$ cat src/rtl/ofdm_pkg.sv
// Shared OFDM datapath constants and the unload-sequencer state encoding.
package ofdm_pkg;

  localparam int OFDM_N      = 64;
  localparam int OFDM_W      = 16;
  localparam int OFDM_CP_LEN = 16;
  localparam int OFDM_IDX_W  = $clog2(OFDM_N);

  typedef enum logic [1:0] {
    IDLE   = 2'd0,
    PREFIX = 2'd1,
    STREAM = 2'd2
  } seq_state_t;

endpackage

$ cat src/rtl/block_sample_mux.sv
// Combinational N:1 selector picking one W-bit sample out of a packed block.
// Shared by the transmit unload path and the receive serial-to-parallel path.
module block_sample_mux #(
  parameter int N = 64,
  parameter int W = 16
) (
  input  logic [N*W-1:0]         block,
  input  logic [$clog2(N)-1:0]   sel,
  output logic [W-1:0]           sample
);

  localparam int SEL_W = $clog2(N);

  always_comb begin
    sample = '0;
    for (int k = 0; k < N; k++) begin
      if (sel == SEL_W'(k)) begin
        sample = block[k*W +: W];
      end
    end
  end

endmodule

$ cat src/rtl/symbol_p2s_sequencer.sv
// Captures one parallel N-sample block and drains it serially over a valid/ready link.
// Define CP_INSERT_EN to prepend the last CP_LEN samples as a cyclic prefix.
module symbol_p2s_sequencer
  import ofdm_pkg::*;
#(
  parameter int N      = OFDM_N,
  parameter int W      = OFDM_W,
  parameter int CP_LEN = OFDM_CP_LEN
) (
  input  logic           clk,
  input  logic           reset,
  input  logic [N*W-1:0] in_block,
  input  logic           in_load,
  output logic           in_ready,
  output logic [W-1:0]   out_data,
  output logic           out_valid,
  input  logic           out_ready,
  output logic           out_sof,
  output logic           out_eof,
  output logic           busy
);

  localparam int IDX_W = $clog2(N);
  localparam logic [IDX_W-1:0] LAST_IDX = IDX_W'(N - 1);

  if (N < 4 || (N & (N - 1)) != 0) begin : g_bad_n
    $error("symbol_p2s_sequencer: N must be a power of two >= 4");
  end
  if (CP_LEN < 1 || CP_LEN >= N) begin : g_bad_cp
    $error("symbol_p2s_sequencer: CP_LEN must satisfy 1 <= CP_LEN < N");
  end

  seq_state_t       state_q, state_d;
  logic [IDX_W-1:0] idx_q, idx_d;
  logic [N*W-1:0]   block_q;
  logic             capture;
  logic [IDX_W-1:0] sel;
  logic [W-1:0]     mux_sample;

`ifdef CP_INSERT_EN
  localparam logic [IDX_W-1:0] CP_FIRST = IDX_W'(N - CP_LEN);
  logic [IDX_W-1:0] cp_idx_q, cp_idx_d;
`endif

  // The last-sample transfer may coincide with a new load so symbols abut with no bubble.
  always_comb begin
    state_d = state_q;
    idx_d   = idx_q;
    capture = 1'b0;
`ifdef CP_INSERT_EN
    cp_idx_d = cp_idx_q;
`endif
    case (state_q)
      IDLE: begin
        if (in_load) begin
          capture = 1'b1;
          idx_d   = '0;
`ifdef CP_INSERT_EN
          state_d  = PREFIX;
          cp_idx_d = CP_FIRST;
`else
          state_d = STREAM;
`endif
        end
      end
`ifdef CP_INSERT_EN
      PREFIX: begin
        if (out_ready) begin
          if (cp_idx_q == LAST_IDX) begin
            state_d = STREAM;
            idx_d   = '0;
          end else begin
            cp_idx_d = cp_idx_q + 1'b1;
          end
        end
      end
`endif
      STREAM: begin
        if (out_ready) begin
          if (idx_q == LAST_IDX) begin
            idx_d = '0;
            if (in_load) begin
              capture = 1'b1;
`ifdef CP_INSERT_EN
              state_d  = PREFIX;
              cp_idx_d = CP_FIRST;
`else
              state_d = STREAM;
`endif
            end else begin
              state_d = IDLE;
            end
          end else begin
            idx_d = idx_q + 1'b1;
          end
        end
      end
      default: begin
        state_d = IDLE;
        idx_d   = '0;
      end
    endcase
  end

  always_ff @(posedge clk or negedge reset) begin
    if (!reset) begin
      state_q <= IDLE;
      idx_q   <= '0;
    end else begin
      state_q <= state_d;
      idx_q   <= idx_d;
    end
  end

`ifdef CP_INSERT_EN
  always_ff @(posedge clk or negedge reset) begin
    if (!reset) begin
      cp_idx_q <= '0;
    end else begin
      cp_idx_q <= cp_idx_d;
    end
  end
`endif

  // The held block is only replaced when a capture is actually accepted.
  always_ff @(posedge clk or negedge reset) begin
    if (!reset) begin
      block_q <= '0;
    end else if (capture) begin
      block_q <= in_block;
    end
  end

`ifdef CP_INSERT_EN
  assign sel     = (state_q == PREFIX) ? cp_idx_q : idx_q;
  assign out_sof = (state_q == PREFIX) && (cp_idx_q == CP_FIRST);
`else
  assign sel     = idx_q;
  assign out_sof = (state_q == STREAM) && (idx_q == '0);
`endif

  block_sample_mux #(
    .N (N),
    .W (W)
  ) u_mux (
    .block  (block_q),
    .sel    (sel),
    .sample (mux_sample)
  );

  assign out_valid = (state_q != IDLE);
  assign busy      = (state_q != IDLE);
  assign out_eof   = (state_q == STREAM) && (idx_q == LAST_IDX);
  assign in_ready  = (state_q == IDLE) ||
                     ((state_q == STREAM) && (idx_q == LAST_IDX) && out_ready);
  assign out_data  = out_valid ? mux_sample : '0;

endmodule

$ cat config.mk
export PLATFORM = sky130hd
export DESIGN_NAME = symbol_p2s_sequencer
export DESIGN_NICKNAME = d
export VERILOG_FILES = /design/src/rtl/ofdm_pkg.sv /design/src/rtl/block_sample_mux.sv /design/src/rtl/symbol_p2s_sequencer.sv
export SDC_FILE = /design/constraint.sdc
export NUM_CORES = 2
export LEC_CHECK = 0
export CAP_MARGIN = 20
export CORE_AREA = 2 2 412 414
export DETAILED_ROUTE_END_ITERATION = 8
export DIE_AREA = 0 0 414 416
export GPL_ROUTABILITY_DRIVEN = 0
export PLACE_DENSITY_LB_ADDON = 0.05
export SETUP_SLACK_MARGIN = 0.15
export SLEW_MARGIN = 20
export SYNTH_ARGS = -nofsm -noshare
export SYNTH_HDL_FRONTEND = slang
export SYNTH_SLANG_ARGS = --single-unit
$ cat constraint.sdc
create_clock -name clk -period 8.14 [get_ports clk]
set_clock_uncertainty 0.05 [all_clocks]
set_input_delay 0.814 -clock clk [delete_from_list [all_inputs] [get_ports clk]]
set_output_delay 0.814 -clock clk [all_outputs]
set_load 0.05 [all_outputs]
## Yosys cells after proc, flatten, opt, wreduce, memory -nomap -nowiden

Index checks and enable logic that the tools add are counted.

- Register bits after elaboration: 1032
- Input bits: 1028
- Output and inout bits: 21
- Logic and storage cells: 158

- Add/sub/neg operators: 1
- Equality and inequality tests: 67
- Muxes and demuxes: 78
- Reduce and logical (&&, ||, !) cells: 9

Operator list:

| kind | number |
|---|---|
| 16-bit two-way mux | 65 |
| 6-bit equality test (second input constant) | 32 |
| 6-bit by 5-bit equality test with 1-bit output (second input constant) | 16 |
| 6-bit by 4-bit equality test with 1-bit output (second input constant) | 8 |
| 6-bit by 3-bit equality test with 1-bit output (second input constant) | 4 |
| 6-bit two-way mux | 3 |
| 6-bit by 2-bit equality test with 1-bit output (second input constant) | 2 |
| 6-bit case mux with 2 select lines | 1 |
| 2-bit two-way mux | 4 |
| 6-bit by 1-bit adder with 6-bit output (second input constant) | 1 |
| 6-bit by 1-bit equality test with 1-bit output (second input constant) | 1 |
| 6-bit zero test | 1 |
| 2-bit != test (second input constant) | 2 |
| 2-bit case mux with 2 select lines | 1 |
| 1-bit logical AND | 3 |
| 1-bit two-way mux | 3 |
| 3-bit AND reduction | 1 |
| 2-bit equality test (second input constant) | 1 |
| 2-bit zero test | 1 |
| 2-bit by 1-bit != test with 1-bit output (second input constant) | 1 |
| 1-bit case mux with 2 select lines | 1 |
| 2-bit AND reduction | 1 |
| 2-bit nonzero test | 1 |
| 1-bit logical OR | 1 |

## Longest topological paths before layout

- Depth in word-level cells: 66
- Mapped depth: 13
- Gate-level depth less buffers: 10

## Hierarchy

From an unflattened synthesis, not the netlist that was laid out.

- Cell total of the unflattened synthesis: 4020
- Area total of the unflattened synthesis: 49910.4 sq um

Modules (own cells, without submodules):

| module | instances | cells an instance | area each (sq um) | seq. area each (sq um) |
|---|---|---|---|---|
| symbol_p2s_sequencer | 1 | 2232 | 38505.7 | 25799.7 |
| block_sample_mux | 1 | 1788 | 11404.7 | 0.0 |

## Worst setup path before layout

No wires, ideal clock.

- Path type: register to output
- From: register idx_q[1]
- To: output out_data[5]
- Arrival: 3.812 ns
- Data required time: 7.276 ns
- Slack: 3.464 ns
- Stages on the path, launching flop included: 12
- Path buffers: 1
- Cells stage by stage: dfrtp_1 -> inv_1 -> ha_1 -> clkbuf_1 -> nand3b_1 -> nor2_1 -> nand3_1 -> a31oi_1 -> o21ai_0 -> o21ai_0 -> a211oi_1 -> o41ai_1

- Word-level cells in the longest chain between the ends: 66
- Elaborated cells between the ends (all ways): 129
- Those cells by class: eq/ne (63); mux (65); reduce/logical (1)

RTL lines:

| item | RTL line | RTL |
|---|---|---|
| from (decl) | symbol_p2s_sequencer.sv:34 | `logic [IDX_W-1:0] idx_q, idx_d;` |
| from (signal assigned) | symbol_p2s_sequencer.sv:111 | `idx_q <= idx_d;` |
| 6-bit zero test | block_sample_mux.sv:17 | `if (sel == SEL_W'(k)) begin` |
| 16-bit two-way mux (63 in a row) | block_sample_mux.sv:17 |  |
| 16-bit two-way mux (*) | block_sample_mux.sv:17 |  |
| 16-bit two-way mux (*) | symbol_p2s_sequencer.sv:156 | `assign out_data = out_valid ? mux_sample : '0;` |
| to (decl) | symbol_p2s_sequencer.sv:15 | `output logic [W-1:0] out_data,` |

Mark *: on every way between the ends. The rest lies on a longest branch, timed or not.

## Worst setup path in the final report

- From: register idx_q[3]
- To: output out_data[0]

Same word-level chain as after synthesis.

==> impl.org <==
** Synth
- Yosys printed 0 warnings.
- The share of the Yosys chip area taken by registers is 53.97%.
- Most used flip-flop cell after synthesis :: sky130_fd_sc_hd__dfrtp_1
- Post-Synthesis Cell Area :: around 0.048 mm^2
- Post-synth top area share :: 53.97%
- Mean instance size in the synthesized netlist :: ~12 um^2
- Cells after Synth :: 3834
- Basic-gate share of the synthesized area counting and, or, nand and nor cells :: 7.409%
- Compound-cell area share of the yosys netlist :: roughly an eighth
- Post-synthesis register bit count :: 1031
- The synthesized design spends more area on one cell type than any other, namely sky130_fd_sc_hd__dfrtp_1.
- Post-Synth XOR/XNOR Area :: 0.01832%
- Net count of the mapped netlist :: about 4900
- Cells taking the most area after synthesis :: sky130_fd_sc_hd__dfrtp_1, sky130_fd_sc_hd__mux2_2, sky130_fd_sc_hd__a221oi_1
- Adder-cell share of the synthesized area :: 0.1047%
- Largest family of logic cells by synthesized area :: multiplexers
- Most used standard cell by instance count after synthesis :: sky130_fd_sc_hd__dfrtp_1
- Mux share of post-synthesis cell area :: 24.14%
- Synth top cells by count :: sky130_fd_sc_hd__dfrtp_1, sky130_fd_sc_hd__mux2_2, sky130_fd_sc_hd__nand2_1
- Count of cell types in the netlist :: 85
- After synthesis, the share of flip-flops with an asynchronous set or reset is 100.0%.
- Number of flops mapped to enable cells by yosys :: 0

** Final layout
- Number of filler instances in the final layout :: 16560
- Share of cells above drive strength 1 :: 28.06%
- After the last flow step, the layout net total stands at ~5900.
- Final core utilization :: 38.97%
- Compared with the post-synthesis result, the final layout area differs by 37.06%.

** Timing
- For the pin with the worst max-slew slack, the measured transition is 1247 ps.
- Setup violation total in the final timing report :: 0
- Number of pins exceeding their max-slew limit in the final report :: 0
- Share of the cycle needed by the critical path after routing :: between 90% and 100%
- The number of hold violations in the final report is 0.
- Maximum achievable frequency :: between 0.1 and 0.15 GHz
- The worst pin sits at a relative slew slack of 16.13%.
- Setup repair after global routing left no endpoint under its margin.
- For the final routed database, the setup TNS stands at 0 ps.
- The worst path in the final design needs a cycle of 7721 ps, including I/O delays and setup.

** Floorplanning
- Total Die Area :: 0.1722 mm^2
- The initial utilization of the core area, before any placement, comes to 28.43%.
- Floorplan core area :: 0.1681 mm^2
- between 1000 and 1500 I/O pins were placed.
- After floorplanning, the core was divided into 151 placement rows.
- The die is about 410 um wide.
- Die height :: ~420 um

** Placement
- Count of input and output buffers :: 1048
- HPWL Detailed :: 207400 um

** Setup path
- Top Family by Delay on Critical Path :: compound AO/OA/AOI/OAI gates
- STA classifies the critical path startpoint as a flip-flop.
- At the worst endpoint, the required time is 7280 ps.
- Critical Setup Path Class :: flip-flop to output port
- The largest individual stage delay along the critical path comes from the cell sky130_fd_sc_hd__clkdlybuf4s50_1.
- Peak per-stage delay on the critical path :: 980 ps
- Maximum fanout count along the critical path :: 54
- Cell breakdown of the critical path :: nand3_1, nor2_1, a221oi_1, o21ai_0, nor3_1, o221ai_1, a211oi_1, o211ai_1, clkdlybuf4s50_1
- Buffers plus inverters on the worst setup path :: 1
- Worst Setup End Kind :: output port
- For the worst setup path, the data arrival time is 6860 ps.

** Drt
- For this block, the via count after detailed routing is slightly below 40000.
- Routed WL per cell :: 36.39 um
- Number of violations reported at the end of detailed-routing iteration 0 :: 3809
- After detailed routing, the number of remaining DRC violations is 0.
- Wires add up to 262800 um.
- Vias per std cell :: 5.484
- Routed Antenna Nets :: 0
- The pre-antenna-repair detailed-routing pass consisted of 6 iterations.

** Clock tree
- Clock-pin slew on the worst setup and hold paths :: 60 ps
- At the later pin of the worst-skew pair, clock insertion delay measures about 750 ps.
- Count of H-tree levels built during CTS :: 4
- Buffers inserted to repair hold after CTS numbered 0.
- Number of buffers created by CTS :: 132
- The longest clock path from root to sink contains 3 buffers.
- Number of setup buffers added after CTS :: 0
- The clock drives 1031 sinks.
- Post-cts gate resize count :: 0
- TritonCTS built the clock tree.
- Clock Tree Root :: sky130_fd_sc_hd__clkbuf_16

** Global routing
- Global-route wire length before repair :: 352300 um
- For this run, global-route usage on met1 was measured as 38.57%.
- Largest net degree at the start of global routing :: 155
- Summed over all layers, the global routing overflow is 0.
- Routing layer with the top usage in global route :: met2
- The initial antenna violation count was 86.
- For met3 alone, demand over resource in global routing was 6.673%.
- The via count of the first global-routing pass came to 40320.
- Total routing resource utilization after global routing :: 29.72%
- Global routing consumed, on the met2 layer, 47.31% of the routing resources.

** Pwr
- Largest voltage drop on the vdd net :: about 0.23 mV
- Static leakage :: 0.02700 uW
- Power density relative to cell area :: 361.0 mW/mm^2

** Status
- The run finished with clean final reports.

** Min path
- Hold/Removal Path Class :: primary input to asynchronous set/reset pin

** Flow run
- Number of violations of the max-capacitance limit :: 0
## registers in the layout, indices dropped and copies added, names as in the netlist
name     flops
idx_q        6
block_q   1024
state_q      1
## routing by layer
layer | vias to the layer above | part of all wire, %
li1 | 16700 | -
met1 | 20700 | 42
met2 | 1719 | 47
met3 | 436 | 6.7
met4 | 50 | 4.7
met5 | - | 0.12
## through the flow
step / instances / instance area, um^2 / total power, uW / hold slack [ps] / worst slack, ps
6_report: 7222 / 65520 / 23660 / 17.47 / 419.3
5_1_grt: 7211 / 65490 / 24640 / 34.01 / 451.8
4_1_cts: 7190 / 65430 / 23780 / 19.94 / 559.7
3_5_place_dp: 6962 / 61020 / 17590 / 438.9 / 1402
3_3_place_gp: 6960 / 60990 / 17490 / 434.3 / 1259
2_1_floorplan: 3834 / 47810 / 13310 / 421.4 / 3464
## kinds of logic (layout without fill, tap and decap cells)
group                      Yosys count  in the layout
xor gates and xnor gates             1              1
adders and majority gates            4              4
buffers and inverters              260           1398
muxes                             1025           1025
AOI/OAI and AO/OA                  779            779
DFF                               1031           1031
and+or+nand+nor                    734            734
other                                0             32
## power breakdown
group	internal [uW]	switching (uW)	leakage [uW]
sequential	7750	2090	0.0128
clock	3640	2450	0.00218
combinational	3510	4220	0.0120
## final cells by class
class | instances | area (um^2) | area share [%]
flip-flops and latches | 1031 | 25800 | 39.38
clock inverters | 31 | 432.9 | 0.6607
diodes | 32 | 80.08 | 0.1222
inverters | 10 | 37.54 | 0.05729
clock buffers | 197 | 3984 | 6.080
well taps | 2218 | 2775 | 4.235
multi-input cells | 2543 | 20920 | 31.93
repair buffers | 1160 | 11490 | 17.53
## placed cells by master (no fill, tap or decap), types with 30 or more instances in the layout
cell / count
sky130_fd_sc_hd__nand2_1: 217
sky130_fd_sc_hd__nor2_1: 183
sky130_fd_sc_hd__diode_2: 32
sky130_fd_sc_hd__a221o_1: 42
sky130_fd_sc_hd__o22ai_1: 86
sky130_fd_sc_hd__clkdlybuf4s50_1: 1044
sky130_fd_sc_hd__buf_4: 100
sky130_fd_sc_hd__nor3_1: 50
sky130_fd_sc_hd__a221oi_1: 94
sky130_fd_sc_hd__nand3_1: 103
sky130_fd_sc_hd__a21oi_1: 97
sky130_fd_sc_hd__a211oi_1: 30
sky130_fd_sc_hd__mux2_2: 1022
sky130_fd_sc_hd__a22oi_1: 45
sky130_fd_sc_hd__dfrtp_1: 1028
sky130_fd_sc_hd__clkbuf_16: 137
sky130_fd_sc_hd__o21ai_0: 113
sky130_fd_sc_hd__clkbuf_8: 33
sky130_fd_sc_hd__o221ai_1: 48
sky130_fd_sc_hd__a31oi_1: 30
## worst reg2reg max path, stage by stage, from the launching register on
cell and delay (ps):
sky130_fd_sc_hd__dfrtp_2 950, sky130_fd_sc_hd__and3_1 670, sky130_fd_sc_hd__a21boi_2 110, sky130_fd_sc_hd__buf_4 240
sky130_fd_sc_hd__nor2_1 520, sky130_fd_sc_hd__and2_4 650, sky130_fd_sc_hd__buf_4 600, sky130_fd_sc_hd__buf_4 620
sky130_fd_sc_hd__mux2_2 430
## worst paths after layout
check	from	end	slack, ps	depth (start not counted)
worst max-delay path	idx_q[3]$_DFFE_PN0P_	out_data[0]	420	9
worst min-delay path	reset	block_q[10]$_DFFE_PN0P_	20	1
worst max register to register	idx_q[3]$_DFFE_PN0P_	block_q[846]$_DFFE_PN0P_	3190	8
worst min register to register	block_q[1004]$_DFFE_PN0P_	block_q[1004]$_DFFE_PN0P_	450	1
max in group asynchronous	reset	block_q[551]$_DFFE_PN0P_	6090	3
min in group clk	block_q[1004]$_DFFE_PN0P_	block_q[1004]$_DFFE_PN0P_	450	1
Power figures use the tool's default switching activity.
